$ cat src/rtl/mul_div_unit_if.sv
// Handshake and data bundle between the execute-stage issue logic and mul_div_unit.
// The issuing stage is the master; the arithmetic unit is the slave.
`timescale 1ns/1ps
interface mul_div_unit_if #(
  parameter int XLEN = 32
);
  logic            start;
  logic            kill;
  logic [2:0]      op;
  logic [XLEN-1:0] operand_a;
  logic [XLEN-1:0] operand_b;
  logic            busy;
  logic            done;
  logic [XLEN-1:0] result;

  modport master (
    output start, kill, op, operand_a, operand_b,
    input  busy, done, result
  );

  modport slave (
    input  start, kill, op, operand_a, operand_b,
    output busy, done, result
  );
endinterface

$ cat src/rtl/mul_div_unit.sv
// Iterative radix-2 multiply/divide unit for the M-extension: shift-add multiply and
// restoring divide share one accumulator, every operation takes the same fixed latency.
`timescale 1ns/1ps
module mul_div_unit #(
  parameter int XLEN = 32
) (
  input  logic          clk,
  input  logic          rst_n,
  mul_div_unit_if.slave bus
);

  localparam int CW = $clog2(XLEN);
  localparam logic [CW-1:0]   LAST_ITER = CW'(XLEN - 1);
  localparam logic [XLEN-1:0] INT_MIN   = {1'b1, {(XLEN-1){1'b0}}};

  typedef enum logic [1:0] {IDLE, CALC, FINISH} state_t;
  typedef enum logic [2:0] {
    OP_MUL, OP_MULH, OP_DIV, OP_DIVU, OP_REM, OP_REMU, OP_ILL6, OP_ILL7
  } op_t;

  state_t          state;
  op_t             op_q;
  logic [CW-1:0]   cnt;
  logic [XLEN-1:0] acc_hi;   // product high half / partial remainder
  logic [XLEN-1:0] acc_lo;   // multiplier shifter / quotient shifter
  logic [XLEN-1:0] opnd;     // multiplicand or divisor magnitude
  logic [XLEN-1:0] a_raw;    // unmodified dividend, returned by REM on divide-by-zero
  logic            neg_res;
  logic            div0;
  logic            ovf;
  logic            is_mul;
  logic [XLEN-1:0] result_q;
  logic            done_q;

  // Start-time decode of the incoming request.
  op_t             op_in;
  logic            signed_in, sa, sb, mul_in, neg_in;
  logic [XLEN-1:0] a_mag, b_mag;

  // NOTE: every variable assigned in always_comb gets a default first, so no path can
  // leave it unassigned and infer a latch.
  always_comb begin
    op_in     = op_t'(bus.op);
    signed_in = op_in inside {OP_MULH, OP_DIV, OP_REM};
    sa        = signed_in & bus.operand_a[XLEN-1];
    sb        = signed_in & bus.operand_b[XLEN-1];
    a_mag     = sa ? -bus.operand_a : bus.operand_a;
    b_mag     = sb ? -bus.operand_b : bus.operand_b;
    mul_in    = op_in inside {OP_MUL, OP_MULH};
    neg_in    = 1'b0;
    case (op_in)
      OP_MULH, OP_DIV: neg_in = sa ^ sb;
      OP_REM:          neg_in = sa;
      default:         neg_in = 1'b0;
    endcase
  end

  // One radix-2 step; the step taken on the last CALC edge also feeds the result.
  logic [XLEN:0]   mul_sum, div_sh;
  logic            div_ge;
  logic [XLEN-1:0] hi_nx, lo_nx;

  always_comb begin
    mul_sum = {1'b0, acc_hi} + (acc_lo[0] ? {1'b0, opnd} : '0);
    div_sh  = {acc_hi, acc_lo[XLEN-1]};
    div_ge  = div_sh >= {1'b0, opnd};
    if (is_mul) begin
      hi_nx = mul_sum[XLEN:1];
      lo_nx = {mul_sum[0], acc_lo[XLEN-1:1]};
    end else begin
      // After a successful subtract the remainder is below the divisor, so it fits XLEN bits.
      hi_nx = div_ge ? XLEN'(div_sh - {1'b0, opnd}) : div_sh[XLEN-1:0];
      lo_nx = {acc_lo[XLEN-2:0], div_ge};
    end
  end

  // Sign fix and special-case overrides for the value written on entry to FINISH.
  logic [2*XLEN-1:0] product, prod_fix;
  logic [XLEN-1:0]   quo_fix, rem_fix, fin;

  always_comb begin
    product  = {hi_nx, lo_nx};
    prod_fix = neg_res ? -product : product;
    quo_fix  = neg_res ? -lo_nx : lo_nx;
    rem_fix  = neg_res ? -hi_nx : hi_nx;
    fin      = '0;
    case (op_q)
      OP_MUL:  fin = lo_nx;
      OP_MULH: fin = XLEN'(prod_fix >> XLEN);
      OP_DIV:  fin = div0 ? '1 : (ovf ? INT_MIN : quo_fix);
      OP_DIVU: fin = div0 ? '1 : lo_nx;
      OP_REM:  fin = div0 ? a_raw : (ovf ? '0 : rem_fix);
      OP_REMU: fin = div0 ? a_raw : hi_nx;
      default: fin = '0;
    endcase
  end

  // NOTE: all state, including the datapath registers, uses non-blocking assignments so
  // every register samples pre-edge values regardless of statement order.
  always_ff @(posedge clk or negedge rst_n) begin
    if (!rst_n) begin
      // NOTE: datapath registers are reset too, so a post-reset snapshot is fully defined.
      state    <= IDLE;
      op_q     <= OP_MUL;
      cnt      <= '0;
      acc_hi   <= '0;
      acc_lo   <= '0;
      opnd     <= '0;
      a_raw    <= '0;
      neg_res  <= 1'b0;
      div0     <= 1'b0;
      ovf      <= 1'b0;
      is_mul   <= 1'b0;
      result_q <= '0;
      done_q   <= 1'b0;
    end else if (bus.kill) begin
      state  <= IDLE;
      cnt    <= '0;
      done_q <= 1'b0;
    end else begin
      case (state)
        IDLE: begin
          done_q <= 1'b0;
          if (bus.start) begin
            op_q    <= op_in;
            a_raw   <= bus.operand_a;
            opnd    <= mul_in ? a_mag : b_mag;
            acc_lo  <= mul_in ? b_mag : a_mag;
            acc_hi  <= '0;
            is_mul  <= mul_in;
            neg_res <= neg_in;
            div0    <= (bus.operand_b == '0);
            ovf     <= signed_in && (bus.operand_a == INT_MIN) && (bus.operand_b == '1);
            cnt     <= '0;
            state   <= CALC;
          end
        end
        CALC: begin
          acc_hi <= hi_nx;
          acc_lo <= lo_nx;
          cnt    <= cnt + 1'b1;
          if (cnt == LAST_ITER) begin
            result_q <= fin;
            done_q   <= 1'b1;
            state    <= FINISH;
          end
        end
        FINISH: begin
          done_q <= 1'b0;
          state  <= IDLE;
        end
        default: state <= IDLE;
      endcase
    end
  end

  assign bus.busy   = (state != IDLE);
  assign bus.done   = done_q;
  assign bus.result = result_q;

endmodule

$ cat src/flat_wrapper.sv
// flat-port wrapper written by rule: the top's interface ports become plain ports
module mul_div_unit_flat 
#(
  parameter int XLEN = 32
)
  (clk, rst_n, bus_start, bus_kill, bus_op, bus_operand_a, bus_operand_b, bus_busy, bus_done, bus_result);
  mul_div_unit_if #(.XLEN(XLEN)) bus_i ();
  input  logic clk;
  input  logic rst_n;
  input wire logic [$bits(bus_i.start)-1:0] bus_start;
  input wire logic [$bits(bus_i.kill)-1:0] bus_kill;
  input wire logic [$bits(bus_i.op)-1:0] bus_op;
  input wire logic [$bits(bus_i.operand_a)-1:0] bus_operand_a;
  input wire logic [$bits(bus_i.operand_b)-1:0] bus_operand_b;
  output wire logic [$bits(bus_i.busy)-1:0] bus_busy;
  output wire logic [$bits(bus_i.done)-1:0] bus_done;
  output wire logic [$bits(bus_i.result)-1:0] bus_result;
  assign bus_i.start = bus_start;
  assign bus_i.kill = bus_kill;
  assign bus_i.op = bus_op;
  assign bus_i.operand_a = bus_operand_a;
  assign bus_i.operand_b = bus_operand_b;
  assign bus_busy = bus_i.busy;
  assign bus_done = bus_i.done;
  assign bus_result = bus_i.result;
  mul_div_unit #(.XLEN(XLEN)) u_core (.clk(clk), .rst_n(rst_n), .bus(bus_i));
endmodule
$ cat config.mk
export PLATFORM = sky130hd
export DESIGN_NAME = mul_div_unit_flat
export DESIGN_NICKNAME = d
export VERILOG_FILES = /design/src/rtl/mul_div_unit_if.sv /design/src/rtl/mul_div_unit.sv /design/src/flat_wrapper.sv
export SDC_FILE = /design/constraint.sdc
export NUM_CORES = 1
export LEC_CHECK = 0
export CORE_MARGIN = 10
export CORE_UTILIZATION = 35
export CTS_BUF_LIST = sky130_fd_sc_hd__clkbuf_2
export DETAILED_ROUTE_END_ITERATION = 10
export GPL_TIMING_DRIVEN = 0
export SYNTH_ARGS = -nofsm -noshare
export SYNTH_HDL_FRONTEND = slang
export SYNTH_SLANG_ARGS = --single-unit
$ cat constraint.sdc
create_clock -name clk -period 6.9 [get_ports clk]
set_input_delay 1.38 -clock clk [delete_from_list [all_inputs] [get_ports clk]]
set_output_delay 1.38 -clock clk [all_outputs]
set_load 0.03 [all_outputs]
Word-level counts from Yosys, hierarchy flattened. Cells that the tools add are included.

Bits in registers: 175. Bits in latches: 0. Bits in writable memories: 0. Memory bits (read-only): 0. Output and inout port bits: 34. Logic and storage cells: 95. Memories: 0.

Add/sub/neg operators: 8. $mul: 0. Divide/modulo/power cells: 0. $lt $le $gt $ge: 1. Equal/unequal tests: 16. Shift-type cells: 0. Mux-type cells: 33. Bitwise logic cells: 4. Reductions and logical operators: 20.

Operator list (count): 2-to-1 mux 32 bit (18); case mux 32 bit (6 select lines) (1); negation 32 bit (4); case mux 32 bit (2 select lines) (2); equality test 32 bit, second input constant (2); 2-to-1 mux 64 bit (1); negation 64 bit (1); adder 32 x 32 -> 33 bit (1); >= comparator 33 x 32 -> 1 bit (1); zero test 32 bit (1); subtractor 32 bit (1); 2-to-1 mux 5 bit (2); case mux 5 bit (2 select lines) (1); equality test 3 x 2 -> 1 bit, second input constant (3); equality test 3 bit, second input constant (3); AND reduction 3 bit (3); nonzero test 3 bit (3); equality test 3 x 1 -> 1 bit, second input constant (2); zero test 3 bit (2); 2-to-1 mux 2 bit (3); AND reduction 2 bit (3); nonzero test 2 bit (3); adder 5 x 1 -> 5 bit, second input constant (1); equality test 5 bit, second input constant (1); 14 further kinds (19).

Depth between registers and ports, before layout.
Word-level depth: 8. Depth in mapped cells: 21. Gate-level depth less buffers: 20.

Worst setup path after synthesis. Ideal clock, no wire load.

Kind: reg-to-reg. Start: reg u_core.acc_hi[29]. End: reg u_core.result_q[18], in the netlist u_core.bus.result[18]. Library setup time: 0.129 ns. Arrival time: 5.272 ns. Data required time: 6.771 ns. Path slack: 1.500 ns. Stages on the path, launching flop included: 20. Buffers on the path: 0. Cell sequence: dfrtp_1 ha_1 a21o_1 a211o_1 a211oi_1 a32oi_2 o31a_1 inv_1 ha_1 or3b_2 or4_1 or2_2 or3_1 nor3_1 a41oi_1 nor2b_1 o21ai_1 xnor2_1 a221oi_1 a21oi_1.

Longest elaborated chain between the ends: 8. Elaborated cells on any way between the ends: 16. Classes of those cells: add/sub (3); order compare (1); mux (12).

RTL lines: start: declaration (line mul_div_unit.sv:24) `logic [XLEN-1:0] acc_hi;`; start signal: assignment (line mul_div_unit.sv:139) `acc_hi <= hi_nx;`; >= comparator 33 x 32 -> 1 bit * (line mul_div_unit.sv:66) `div_ge = div_sh >= {1'b0, opnd};`; 2-to-1 mux 32 bit (line mul_div_unit.sv:72) `hi_nx = div_ge ? XLEN'(div_sh - {1'b0, opnd}) : div_sh[XLEN-1:0];`; 2-to-1 mux 32 bit (line mul_div_unit.sv:67) `if (is_mul) begin`; negation 32 bit (line mul_div_unit.sv:85) `rem_fix = neg_res ? -hi_nx : hi_nx;`; 2-to-1 mux 32 bit (line mul_div_unit.sv:85); 2-to-1 mux 32 bit (2 in series) (line mul_div_unit.sv:92) `OP_REM: fin = div0 ? a_raw : (ovf ? '0 : rem_fix);`; case mux 32 bit (6 select lines) * (line mul_div_unit.sv:87) `case (op_q)`; end signal: assignment (line mul_div_unit.sv:143) `result_q <= fin;`; end: declaration (line mul_div_unit.sv:32) `logic [XLEN-1:0] result_q;`.

Every way passes the cells marked *; elsewhere a longest branch is shown, timed or not. A chain may end at the register's enable or synchronous reset.

Final worst setup path.
Start: reg u_core.acc_lo[0]. End: reg u_core.result_q[21], in the netlist u_core.bus.result[21].

Longest elaborated chain between the ends: 8. Elaborated cells on any way between the ends: 16. Classes of those cells: add/sub (4); mux (12).

RTL lines: start: declaration (line mul_div_unit.sv:25) `logic [XLEN-1:0] acc_lo;`; start signal: assignment (line mul_div_unit.sv:128) `acc_lo <= mul_in ? b_mag : a_mag;`; start signal: assignment (line mul_div_unit.sv:140) `acc_lo <= lo_nx;`; 2-to-1 mux 32 bit (line mul_div_unit.sv:64) `mul_sum = {1'b0, acc_hi} + (acc_lo[0] ? {1'b0, opnd} : '0);`; adder 32 x 32 -> 33 bit (line mul_div_unit.sv:64); 2-to-1 mux 32 bit (line mul_div_unit.sv:67); negation 32 bit (line mul_div_unit.sv:85); 2-to-1 mux 32 bit (line mul_div_unit.sv:85); 2-to-1 mux 32 bit (2 in series) (line mul_div_unit.sv:92); case mux 32 bit (6 select lines) * (line mul_div_unit.sv:87).

Marked as above.

==> impl_metrics.toml <==
[synthesis]
yosys.area.top_type = "dfrtp_1"
synth.most_common_cell = "nand2_1"
synth_common_cells = "nand2_1, a21oi_1, o21ai_0"
yosys-top-cells-area = "dfrtp_1, nand2_1, a21oi_1, o21ai_0, ha_1"
ys_seq_area_share_pct = 24.9
yosysWarnings = 0
synth_cell_types = 98
synth_area_sq_um = 17600
yosys_most_used_dff = "dfrtp_1"
syn_inst = 2389
ys_ff_latch = 175
netlist.area_leader.share_pct = 24.9
post_synth.cell_area_avg_sq_um = 7.36
syn_nets = 2533
synth_edf_count = 0
async_flop_share_pct = 100

[floorplan]
core_area_sq_um = 50000
die_y_um = 244
die_x_um = 244
io_pins = 105
start_util_pct = 35.2
rows = 82
die_area_sq_um = 59600

[cells_and_area]
num-nets-final = 2658
drive_gt1_share_pct = 4.47
regArea_sq_um = 4380
n_fill_cell = 5317
syn_to_final_growth_pct = 13.2
multi_input_area_sq_um = 12400

[timing]
worst_pin_slew_ns = 1.45
max_freq_ghz = 0.147
slew_violations = 0
fin_hold_ws_ns = 0.212
min_period_ns = 6.78
slew_headroom_pct = 2.85
finalSetupTns_ns = 0
hold_viol = 0
setup_viol = 0
fin_skew_ns = 0.0846
fin_crit_sh_pct = 98.3

[worst_setup_path]
rr_worst_depth = 17
timing.rr.start = "u_core.acc_lo[0]$_DFFE_PN0P_"
slowest_stage = "a221oi_4"
start_kind = "register"
rrSetupSlack_ns = 0.12
rr_endpoint = "u_core.bus.result[21]$_DFFE_PN0P_"
crit_chain = "clkbuf_1 -> and2_1 -> ha_1 -> fa_1 -> a21o_1 -> a221oi_2 -> o21ai_0 -> a21boi_0 -> xnor2_1 -> a221oi_4 -> nor2b_1 -> nand4_2 -> or4_4 -> nand3_1 -> o21ai_1 -> a2111oi_1 -> o221ai_1"
crit_path_max_fanout = 10
criticalPathCategory = "reg2reg"
cp_slowest_stage_delay_ns = 0.74
worst_setup_path_end_kind = "register"
crit_required_ns = 7.77
cp.arrival_ns = 7.66

[grt]
grt.total_usage_pct = 28.7
grt_start_max_net_pins = 99
grt_overflow_total = 0
antenna_found_initial = 3
grt_pass1_vias = 18561
grt_pass1_wl_um = 128000

[clock_tree]
cts_buffer_depth = 2
cts_buffers = 17
clock-sinks = 175
clk_pin_slew_ns = 0.33
cts_tree = "yes"
htreeDepth = 4
cts_root_buf = "clkbuf_2"
clk_latency_ns = 1.07

[drt]
vias = 19970
postRouteAntennaNets = 0
wl_per_cell_um = 27.6
drt_first_pass_iters = 6
drtIter0Drc = 2604
wl_um = 88400
drt_drc_violations_left = 0
vias_per_cell = 6.24

[place]
place.gp.congestion = 1.04
portBuffers = 104
place_hpwl_um = 71700

[worst_hold_path]
min_path_type = "in2async"

[outcome]
status = "finished, final reports clean"

[power_and_ir_drop]
total_leakage_power_nw = 8.25
finalPower_mw = 8.90
power.density_nw_per_um2 = 447
peakVddDrop_mv = 0.165

[run]
maxCapViolations = 0
==> stage by stage <==
stage,instances,cell area (sq um),worst slack [ns],util [%]
2_1_floorplan,2389,17600,1.50,-
3_3_place_gp,3165,19500,-3.10,39.0
3_5_place_dp,3167,19500,-0.215,39.1
4_1_cts,3199,19900,0.0405,39.8
5_1_grt,3201,19900,-0.0170,39.8
6_report,3201,19900,0.116,39.8
==> cells by family (layout without fill, tap and decap cells) <==
group,after synthesis,in the layout,share of synthesized area (%)
adders and majority gates,73,73,5.28
and+or+nand+nor,871,871,23.3
other,0,2,0
buffers and inverters,222,360,4.89
xor gates and xnor gates,171,171,8.51
AOI/OAI and AO/OA,826,826,30.1
muxes,51,51,2.99
DFF,175,175,24.9
==> cells in the final DEF, fill, tap and decap left out, types with 16 or more instances in the layout <==
cell,count
a211oi_1,20
a21o_1,42
a21oi_1,247
a221oi_1,24
a22o_1,25
a31oi_1,29
and2_1,47
and3_1,16
clkbuf_1,127
clkbuf_2,18
clkdlybuf4s50_1,103
dfrtp_1,173
ha_1,71
inv_1,72
mux2i_1,39
nand2_1,338
nand2b_1,24
nand3_1,42
nand4_1,27
nor2_1,209
nor3_1,53
nor4_1,18
o211ai_1,22
o21ai_0,212
o31ai_1,23
or3_1,22
xnor2_1,93
xor2_1,78
==> metal layers <==
layer	share of wire, %	vias to the layer above	routed length [um]	track usage [%]
li1	-	8948	-	-
met1	43	9757	38000	38.4
met2	44	1097	38600	43.9
met3	8.6	166	7610	5.54
met4	4.7	2	4160	13.3
met5	0.015	-	13	0
==> layout make-up <==
type / instances / share of cell area [%]
Multi-Input combinational cell: 1992 / 62.4
Sequential cell: 175 / 22.0
Timing Repair Buffer: 106 / 5.42
Tap cell: 672 / 4.22
Buffer: 147 / 2.91
Inverter: 75 / 1.41
Clock inverter: 14 / 1.11
Clock buffer: 18 / 0.452
Antenna cell: 2 / 0.0251
==> registers in the layout, indices dropped and copies added (netlist names), 2 cells and up <==
signal             cells
u_core.cnt             5
u_core.state           2
u_core.acc_hi         32
u_core.bus.result     32
u_core.op_q            3
u_core.acc_lo         32
u_core.a_raw          32
u_core.opnd           32
==> critical path: cells and delay by family, from the launching register on <==
family | cells | cell delay (ns)
simple gates | 5 | 1.92
buf+inv | 1 | 0.35
xor+xnor | 1 | 0.14
compound gates | 8 | 3.01
fa+ha+maj | 2 | 0.63
flops | 1 | 0.57
==> timing repair <==
action	CTS	global route
endpoints found under the setup margin	6	13
setup buffers	0	0
pin swaps	1	0
hold buffers	0	0
resized for setup	6	6
==> power breakdown <==
| group | switching, mW | leakage (nW) | internal (mW) | total [mW] |
|---|---|---|---|---|
| clock | 0.463 | 0.184 | 0.259 | 0.722 |
| sequential | 0.374 | 2.23 | 1.25 | 1.62 |
| combinational | 4.43 | 5.83 | 2.12 | 6.55 |
==> how the worst max path moves through the flow <==
| stage | depth (start not counted) | slack [ns] | end | startpoint |
|---|---|---|---|---|
| 6_report | 17 | 0.12 | u_core.bus.result[21]$_DFFE_PN0P_ | u_core.acc_lo[0]$_DFFE_PN0P_ |
| 5_1_grt | 20 | -0.02 | u_core.bus.result[18]$_DFFE_PN0P_ | u_core.opnd[24]$_DFFE_PN0P_ |
| 4_1_cts | 20 | 0.04 | u_core.bus.result[18]$_DFFE_PN0P_ | u_core.opnd[24]$_DFFE_PN0P_ |
| 3_5_place_dp | 20 | -0.21 | u_core.bus.result[18]$_DFFE_PN0P_ | u_core.opnd[24]$_DFFE_PN0P_ |
| 3_3_place_gp | 1 | -3.10 | u_core.cnt[3]$_DFFE_PN0P_ | rst_n |
| 2_1_floorplan | 19 | 1.50 | u_core.bus.result[18]$_DFFE_PN0P_ | u_core.acc_hi[29]$_DFFE_PN0P_ |
(Power assumes the default switching activity.)
